==> src/rtl/ramp_pwm_generator.sv <==
// Sawtooth PWM reference for the ramp ADC: duty steps +1 every SETTLE_PERIODS full PWM periods.
// Optional `RAMP_EARLY_RESTART_EN`: comparator falling edge restarts the sweep at the next period end.
module ramp_pwm_generator #(
    parameter int WIDTH          = 8,
    parameter int SETTLE_PERIODS = 4
) (
    input  logic             clk,
    input  logic             reset_n,
    input  logic             enable,
`ifdef RAMP_EARLY_RESTART_EN
    input  logic             compare1,
`endif
    output logic [WIDTH-1:0] duty_cycle,
    output logic             pwm_out,
    output logic             sweep_start
);

    localparam int STEP_W = (SETTLE_PERIODS > 1) ? $clog2(SETTLE_PERIODS) : 1;
    localparam logic [STEP_W-1:0] STEP_LAST = STEP_W'(SETTLE_PERIODS - 1);

    typedef enum logic {IDLE, RUN} state_t;

    state_t            state, state_nxt;
    logic [WIDTH-1:0]  pwm_cnt, pwm_cnt_nxt;
    logic [STEP_W-1:0] step_cnt, step_cnt_nxt;
    logic [WIDTH-1:0]  duty_nxt;
    logic              pwm_nxt;
    logic              sweep_nxt;
    logic              period_end;

    assign period_end = (pwm_cnt == {WIDTH{1'b1}});

`ifdef RAMP_EARLY_RESTART_EN
    logic cmp_meta, cmp_sync, cmp_prev;
    logic restart_pend, restart_pend_nxt;
    logic cmp_fall;

    // Synchroniser and history idle high so release from reset never looks like an edge.
    always_ff @(posedge clk) begin
        if (!reset_n) begin
            cmp_meta     <= 1'b1;
            cmp_sync     <= 1'b1;
            cmp_prev     <= 1'b1;
            restart_pend <= 1'b0;
        end else begin
            cmp_meta     <= compare1;
            cmp_sync     <= cmp_meta;
            cmp_prev     <= cmp_sync;
            restart_pend <= restart_pend_nxt;
        end
    end

    assign cmp_fall = cmp_prev & ~cmp_sync;
`endif

    always_ff @(posedge clk) begin
        if (!reset_n) begin
            state       <= IDLE;
            pwm_cnt     <= '0;
            step_cnt    <= '0;
            duty_cycle  <= '0;
            pwm_out     <= 1'b0;
            sweep_start <= 1'b0;
        end else begin
            state       <= state_nxt;
            pwm_cnt     <= pwm_cnt_nxt;
            step_cnt    <= step_cnt_nxt;
            duty_cycle  <= duty_nxt;
            pwm_out     <= pwm_nxt;
            sweep_start <= sweep_nxt;
        end
    end

    always_comb begin
        state_nxt    = state;
        pwm_cnt_nxt  = '0;
        step_cnt_nxt = '0;
        duty_nxt     = '0;
        pwm_nxt      = 1'b0;
        sweep_nxt    = 1'b0;
`ifdef RAMP_EARLY_RESTART_EN
        restart_pend_nxt = 1'b0;
`endif
        case (state)
            IDLE: begin
                if (enable) begin
                    state_nxt = RUN;
                    sweep_nxt = 1'b1;
                end
            end
            RUN: begin
                if (!enable) begin
                    // Abandon the period outright; all counters already default to zero.
                    state_nxt = IDLE;
                end else begin
                    pwm_nxt      = (pwm_cnt < duty_cycle);
                    pwm_cnt_nxt  = pwm_cnt + 1'b1;
                    step_cnt_nxt = step_cnt;
                    duty_nxt     = duty_cycle;
                    if (period_end) begin
                        if (step_cnt == STEP_LAST) begin
                            step_cnt_nxt = '0;
                            duty_nxt     = duty_cycle + 1'b1;
                            sweep_nxt    = (duty_cycle == {WIDTH{1'b1}});
                        end else begin
                            step_cnt_nxt = step_cnt + 1'b1;
                        end
                    end
`ifdef RAMP_EARLY_RESTART_EN
                    restart_pend_nxt = restart_pend;
                    // A pending restart overrides the natural step; a coincident wrap still yields one pulse.
                    if (period_end && restart_pend) begin
                        duty_nxt         = '0;
                        step_cnt_nxt     = '0;
                        sweep_nxt        = 1'b1;
                        restart_pend_nxt = 1'b0;
                    end else if (cmp_fall && !restart_pend) begin
                        restart_pend_nxt = 1'b1;
                    end
`endif
                end
            end
            default: state_nxt = IDLE;
        endcase
    end

endmodule

==> config.mk <==
export PLATFORM = sky130hd
export DESIGN_NAME = ramp_pwm_generator
export DESIGN_NICKNAME = d
export VERILOG_FILES = /design/src/rtl/ramp_pwm_generator.sv
export SDC_FILE = /design/constraint.sdc
export NUM_CORES = 1
export LEC_CHECK = 0
export BUFFER_PORTS_ARGS = -buffer_cell sky130_fd_sc_hd__buf_2
export CORE_ASPECT_RATIO = 0.7
export CORE_MARGIN = 5
export CORE_UTILIZATION = 40
export CTS_CLUSTER_DIAMETER = 50
export DETAILED_ROUTE_END_ITERATION = 16
export PLACE_DENSITY = 0.56
export SYNTH_ARGS = -nofsm -noshare
export SYNTH_HDL_FRONTEND = slang
export SYNTH_SLANG_ARGS = --single-unit
export TNS_END_PERCENT = 1
==> constraint.sdc <==
create_clock -name clk -period 2.5 [get_ports clk]
set_input_delay 0.5 -clock clk [delete_from_list [all_inputs] [get_ports clk]]
set_output_delay 0.5 -clock clk [all_outputs]
set_load 0.05 [all_outputs]
==> qor.log, run 1 <==
[run_status] status completed
[layout] final-stage net count 145
[synth] number of synthesized flops with an enable pin 0
[critical_path] Crit path buffers/inverters 0
[synth] cell with the most instances after synthesis dfxtp_1
[clock_network] Root Buffer clkbuf_8
[power] proportion of power drawn by combinational gates 2.0%
[die] floorplan die height 52.6 µm
[die] overall die width 70.9 µm
[clock_network] total clock buffers created by CTS 3
[die] count of pins on the block boundary 13
[synth] Netlist Area Pre-Place 1040 µm²
[synth] Synth Net Count 129
[clock_network] post-CTS setup buffer count 0
[critical_path] Data required, critical path 2.69 ns
[critical_path] critical path endpoint category register
[global_routing] grt ovf 0
[synth] synthesized netlist cell count 116
[die] total die area 3730 µm²
[sta] Total Neg Setup Slack 0 ns
[layout] post-route cell area 1180 µm²
[layout] area of combinational cells with multiple inputs 581 µm²
[place] input/output buffers 12
[clock_network] Clock H-tree levels 1
[clock_network] worst-case clock buffer depth 2
[critical_path] Largest delay share family, worst path simple AND/OR/NAND/NOR gates
[synth] sequential element share of the synthesized area 40.5%
[clock_network] CTS clk-pin slew, worst paths 0.08 ns
[layout] register cell area after layout 420 µm²
[routing] number of design-rule violations left by the first detailed-router iteration 37
[routing] DRC violation count after routing 0
[power] total internal power 454 µW
[synth] #FFs+latches synth 21
[sta] post-layout min period 1.86 ns
[critical_path] Data arrival, critical path 2.05 ns
[sta] max-slew violation total from the final report 0
[sta] setup repair after global routing missed its margin false
[clock_network] hold buffers post-CTS 0
[power] Leak 0.446 nW
[power] part of the power in the clock network 38.6%
[layout] number of diodes added for antenna fixing 0
[min_path] path category of the worst min-delay check register to register
[layout] area added between synthesis and finish 13.9%
[sta] final number of hold-violating endpoints 0
[critical_path] chain of cells forming the critical path ha_1 > nand4_1 > or3_4 > or3_1 > a21oi_1
[critical_path] Startpoint Class register
[global_routing] wire length of the first global-routing pass 3680 µm
[routing] via-per-instance ratio 5.31
[critical_path] Max Fanout on Critical Path 7
[sta] Achievable Freq 538 MHz
[power] peak supply drop 242 µV
[routing] wirelength, routed 2140 µm
[global_routing] total track usage 12.6%
[power] Power Density 481 nW/µm²
[sta] Fin Clk Skew 0.00660 ns
[layout] final core area utilization 47.7%
[clock_network] worst-skew pair later-pin latency 0.26 ns
[layout] share of post-route cells with drive strength above 1 13.7%
[synth] biggest area contributors in the synthesized netlist dfxtp_1 40%, ha_1 12%, xnor2_1 5.9%, nor2_1 5.8%, nand4_1 3.0%
[synth] top cell types by occurrence after synthesis 21 x dfxtp_1, 16 x nor2_1, 10 x ha_1
[die] initial cell density of the core 41.9%
[job] Max-Cap Viols 0
[synth] Async S/R FF share, synth 0%
[synth] post-synthesis cell type count 29
[global_routing] number of antenna violations at the first check in global routing 0
[routing] DRT antenna net count 0
[synth] Yosys warning count 0
[sta] relative max-transition margin 67.1%
[die] Core Footprint 2480 µm²
[place] placed inst area 1140 µm²
[routing] total number of vias 876
[power] net switching share of the total power 20.2%
[synth] top cell type's share of synthesized area 40.5%
[sta] number of setup violations in the final report 0
[place] half-perimeter wire length after detailed placement 1650 µm
[sta] Slew @ Worst Pin 0.493 ns
[critical_path] maximum cell stage delay along the critical path 0.44 ns
[synth] synthesized area divided by synthesized cell count 8.95 µm²
[power] share of power burned in registers 59.4%
[clock_network] quantity of gates resized following cts 0
[synth] ys flop type dfxtp_1
[routing] final routed wire length divided by cell count 13.0 µm
[sta] fraction of the cycle the final worst path needs 74.3%
[layout] filler instances 251
[power] switching power 115 µW
[global_routing] vias in the first global route 831
[place] Routability Congestion 0.815
[clock_network] CTS tree done
[critical_path] critical-path cell with the highest stage delay or3_4
[clock_network] clk sink count 21
[routing] number of detailed-routing iterations run before antenna repair 4
[synth] cell type with the largest total area after synthesis dfxtp_1
[global_routing] maximum number of pins on one net before global-route repair 14
[critical_path] path type of the worst setup path register to register
[die] site row count 15
-- layer usage --
layer | up-vias | track usage (%) | part of all wire [%]
met1 | 412 | 15.0 | 50
met2 | 21 | 21.2 | 43
met5 | - | 0 | 0
met3 | 4 | 4.41 | 5.8
met4 | 0 | 4.06 | 0.89
li1 | 439 | - | -
-- layout make-up --
cell class / count / share of cell area, %
clock buffers: 4 / 3.81
repair buffers: 13 / 5.71
flip-flops and latches: 21 / 35.6
well taps: 34 / 3.60
multi-input cells: 86 / 49.1
inverters: 7 / 2.22
-- flip-flops by register name, summed over array words and instances (netlist names) --
signal / count
pwm_out: 1
state: 1
pwm_cnt: 8
duty_cycle: 8
step_cnt: 2
sweep_start: 1
-- power groups by stage --
stage	Sequential, mW	Clock, mW	Combinational (mW)
2_1_floorplan	0.348	0	0.00436
3_3_place_gp	0.346	0	0.0115
3_5_place_dp	0.346	0	0.0116
4_1_cts	0.338	0.229	0.0116
5_1_grt	0.338	0.247	0.0126
6_report	0.338	0.219	0.0116
-- cell families after synthesis --
logic type,count (synthesis),share of synthesized area (%)
compound gates,15,9.16
xor+xnor,10,8.43
fa+ha+maj,10,12.0
buf+inv,9,3.61
flops,21,40.5
mux,3,2.89
simple gates,48,23.4
-- per-stage QoR --
stage	hold slack [ns]	total power, mW	instances	worst slack [ns]
4_1_cts	0.494	0.579	165	0.644
6_report	0.489	0.569	165	0.642
5_1_grt	0.531	0.598	165	0.538
3_5_place_dp	0.476	0.357	161	0.654
3_3_place_gp	0.459	0.357	161	0.752
2_1_floorplan	0.442	0.353	116	0.852
-- cell usage in the layout (no fill, tap or decap), types with 2 or more instances in the layout --
master | synthesis | routed
buf_2 | 0 | 12
and2_1 | 2 | 2
clkbuf_8 | 0 | 3
a21oi_1 | 4 | 4
nand3_1 | 6 | 6
xor2_1 | 3 | 3
nand2_1 | 7 | 7
nand4_1 | 5 | 5
ha_1 | 10 | 10
or3_1 | 3 | 3
mux2i_1 | 3 | 3
and3_1 | 2 | 2
o21ai_0 | 4 | 4
o21a_1 | 2 | 2
nor3_1 | 2 | 2
nor2_1 | 16 | 16
dfxtp_1 | 21 | 21
xnor2_1 | 7 | 7
inv_1 | 7 | 7
-- worst paths after layout --
kind	start	end	slack (ns)	cells after the start
worst max-delay path	pwm_cnt[0]	duty_cycle[5]	0.64	5
worst min-delay path	pwm_cnt[0]	pwm_cnt[0]	0.49	1
worst max register to register	pwm_cnt[0]	duty_cycle[5]	0.64	5
worst min register to register	pwm_cnt[0]	pwm_cnt[0]	0.49	1
Note: power is estimated with default switching activity, not from simulation.
==> run 2: changes to the inputs <==
--- a/config.mk
+++ b/config.mk
@@ -11,7 +11,7 @@
 export CORE_UTILIZATION = 40
 export CTS_CLUSTER_DIAMETER = 50
 export DETAILED_ROUTE_END_ITERATION = 16
-export PLACE_DENSITY = 0.56
+export PLACE_DENSITY = 0.58
 export SYNTH_ARGS = -nofsm -noshare
 export SYNTH_HDL_FRONTEND = slang
 export SYNTH_SLANG_ARGS = --single-unit
==> constraint.sdc (replaced) <==
create_clock -name clk -period 1.6 [get_ports clk]
set_input_delay 0.32 -clock clk [delete_from_list [all_inputs] [get_ports clk]]
set_output_delay 0.32 -clock clk [all_outputs]
set_load 0.05 [all_outputs]
==> qor.log, run 2 (synthesis gave the netlist of run 1 again) <==
[run_status] status completed [unchanged]
[routing] final routed wire length divided by cell count 13.3 µm [was 13.0 µm]
[clock_network] total clock buffers created by CTS 3 [unchanged]
[die] initial cell density of the core 41.9% [unchanged]
[die] site row count 15 [unchanged]
[layout] area added between synthesis and finish 23.1% [was 13.9%]
[sta] fraction of the cycle the final worst path needs 94.9% [was 74.3%]
[sta] post-layout min period 1.52 ns [was 1.86 ns]
[sta] relative max-transition margin 71.4% [was 67.1%]
[critical_path] critical path endpoint category register [unchanged]
[routing] number of detailed-routing iterations run before antenna repair 4 [unchanged]
[layout] area of combinational cells with multiple inputs 586 µm² [was 581 µm²]
[layout] number of diodes added for antenna fixing 0 [unchanged]
[clock_network] clk sink count 21 [unchanged]
[sta] max-slew violation total from the final report 0 [unchanged]
[power] peak supply drop 436 µV [was 242 µV]
[sta] Achievable Freq 659 MHz [was 538 MHz]
[min_path] critical hold path startpoint enable [was pwm_cnt[0]]
[critical_path] maximum cell stage delay along the critical path 0.38 ns [was 0.44 ns]
[global_routing] GR Util met1 17.8% [was 15.0%]
[global_routing] routing usage on met3 5.17% [was 4.41%]
[layout] highest-count cells in the layout ignoring fill and taps 16 x nor2_1, 15 x dfxtp_1, 12 x buf_2, 12 x buf_4, 8 x ha_1 [was 21 x dfxtp_1, 16 x nor2_1, 12 x buf_2]
[global_routing] grt ovf 0 [unchanged]
[global_routing] met2 track utilization from global routing 21.4% [was 21.2%]
[routing] DRT antenna net count 0 [unchanged]
[sta] number of setup violations in the final report 0 [unchanged]
[power] total power draw 894 µW [was 569 µW]
[critical_path] chain of cells forming the critical path ha_2 > buf_4 > nand2_1 > nor3_1 > mux2i_1 > nor2_1 [was ha_1 > nand4_1 > or3_4 > or3_1 > a21oi_1]
[layout] most common library cell in the layout ignoring fill and taps nor2_1 [was dfxtp_1]
[clock_network] CTS tree done [unchanged]
[critical_path] path type of the worst setup path register to register [unchanged]
[critical_path] flop2flop setup slack 0.08 ns [was 0.64 ns]
[critical_path] Max Fanout on Critical Path 6 [was 7]
[routing] via-per-instance ratio 5.03 [was 5.31]
[die] overall die width 70.9 µm [unchanged]
[critical_path] Data arrival, critical path 1.67 ns [was 2.05 ns]
[global_routing] wire length of the first global-routing pass 3910 µm [was 3680 µm]
[global_routing] number of antenna violations at the first check in global routing 0 [unchanged]
[min_path] path category of the worst min-delay check input port to register [was register to register]
[min_path] Hold Path Depth 2 [was 1]
[clock_network] worst-skew pair later-pin latency 0.26 ns [about the same]
[clock_network] CTS clk-pin slew, worst paths 0.08 ns [about the same]
[die] Core Footprint 2480 µm² [unchanged]
[global_routing] maximum number of pins on one net before global-route repair 13 [was 14]
[critical_path] R2R cell count 6 [was 5]
[critical_path] Startpoint Class register [unchanged]
[global_routing] most utilized layer in the global route result met2 [unchanged]
[sta] Final WS setup 0.0820 ns [was 0.642 ns]
[sta] Slew @ Worst Pin 0.426 ns [was 0.493 ns]
[min_path] worst hold endpoint state [was pwm_cnt[0]]
[clock_network] Clock H-tree levels 1 [unchanged]
[place] half-perimeter wire length after detailed placement 1820 µm [was 1650 µm]
[clock_network] post-CTS setup buffer count 0 [unchanged]
[die] floorplan die height 52.6 µm [unchanged]
[job] Max-Cap Viols 0 [unchanged]
[critical_path] critical register-to-register path endpoint step_cnt[1] [was duty_cycle[5]]
[routing] wirelength, routed 2340 µm [was 2140 µm]
[layout] filler instances 251 [unchanged]
[place] worst setup timing slack at the placement stage 0.0122 ns [was 0.654 ns]
[layout] final-stage net count 156 [was 145]
[power] Leak 0.504 nW [was 0.446 nW]
[power] Power Density 699 nW/µm² [was 481 nW/µm²]
[clock_network] hold buffers post-CTS 0 [unchanged]
[critical_path] Data required, critical path 1.75 ns [was 2.69 ns]
[place] input/output buffers 12 [unchanged]
[routing] DRC violation count after routing 0 [unchanged]
[die] count of pins on the block boundary 13 [unchanged]
[global_routing] vias in the first global route 859 [was 831]
[place] Routability Congestion 0.875 [was 0.815]
[clock_network] Root Buffer clkbuf_8 [unchanged]
[routing] total number of vias 885 [was 876]
[die] total die area 3730 µm² [unchanged]
[layout] share of post-route cells with drive strength above 1 26.8% [was 13.7%]
[layout] final core area utilization 51.6% [was 47.7%]
[sta] final number of hold-violating endpoints 0 [unchanged]
[global_routing] total track usage 13.8% [was 12.6%]
[critical_path] worst r2r src pwm_cnt[0] [unchanged]
[routing] number of design-rule violations left by the first detailed-router iteration 51 [was 37]
[clock_network] worst-case clock buffer depth 2 [unchanged]
[critical_path] critical-path cell with the highest stage delay nor3_1 [was or3_4]
[layout] register cell area after layout 428 µm² [was 420 µm²]
[sta] Fin Clk Skew 0.000937 ns [was 0.00660 ns]
[layout] biggest regs duty_cycle: 8 flops, pwm_cnt: 8 flops, step_cnt: 2 flops [unchanged]
[run 2: where the power goes]
part / leakage, nW / internal, mW / switching, mW
clock: 0.0255 / 0.173 / 0.173
sequential: 0.173 / 0.526 / 0.00184
combinational: 0.306 / 0.00701 / 0.0128
total: 0.504 / 0.706 / 0.188
[run 2: metal layers]
metal  up-vias  wire, µm
met5         -         0
met4         0        29
met3         4       140
met2        19      1010
met1       405      1150
li1        457         -
[run 2: repair_timing]
| action | CTS | global route |
|---|---|---|
| gates resized for setup | 1 | 3 |
| cloned | 0 | 0 |
| pin swaps | 0 | 4 |
| endpoints found under the setup margin | 2 | 3 |
[run 2: final cells by class]
class | count | area share (%)
Timing Repair Buffer | 24 | 11.7
Tap cell | 34 | 3.33
Sequential cell | 21 | 33.5
Inverter | 7 | 2.05
Clock inverter | 1 | 0.391
Clock buffer | 3 | 3.23
Multi-Input combinational cell | 86 | 45.8
[run 2: worst max-delay path: cells and delay by family (launching register included)]
kind	cells	cell delay (ns)
simple gates	3	0.50
flops	1	0.35
mux	1	0.24
fa+ha+maj	1	0.18
buf+inv	1	0.15
[run 2: worst max-delay path by stage]
| stage | startpoint | endpoint | slack [ns] |
|---|---|---|---|
| floorplan | duty_cycle[5] | pwm_out | -0.02 |
| global placement | step_cnt[0] | duty_cycle[7] | 0.05 |
| detailed placement | step_cnt[0] | duty_cycle[7] | 0.01 |
| CTS | step_cnt[1] | duty_cycle[5] | 0.006 |
| global route | pwm_cnt[0] | step_cnt[0] | -0.03 |
| finish | pwm_cnt[0] | step_cnt[1] | 0.08 |
[run 2: metrics by stage]
| step | area, µm² | setup TNS (ns) | instances | hold slack [ns] |
|---|---|---|---|---|
| final | 1280 | 0 | 176 | 0.358 |
| after global routing | 1280 | -0.0391 | 176 | 0.361 |
| after CTS | 1270 | 0 | 176 | 0.338 |
| after detailed placement | 1220 | 0 | 172 | 0.493 |
| after global placement | 1220 | 0 | 172 | 0.478 |
| after floorplan | 1040 | -0.0407 | 116 | 0.419 |
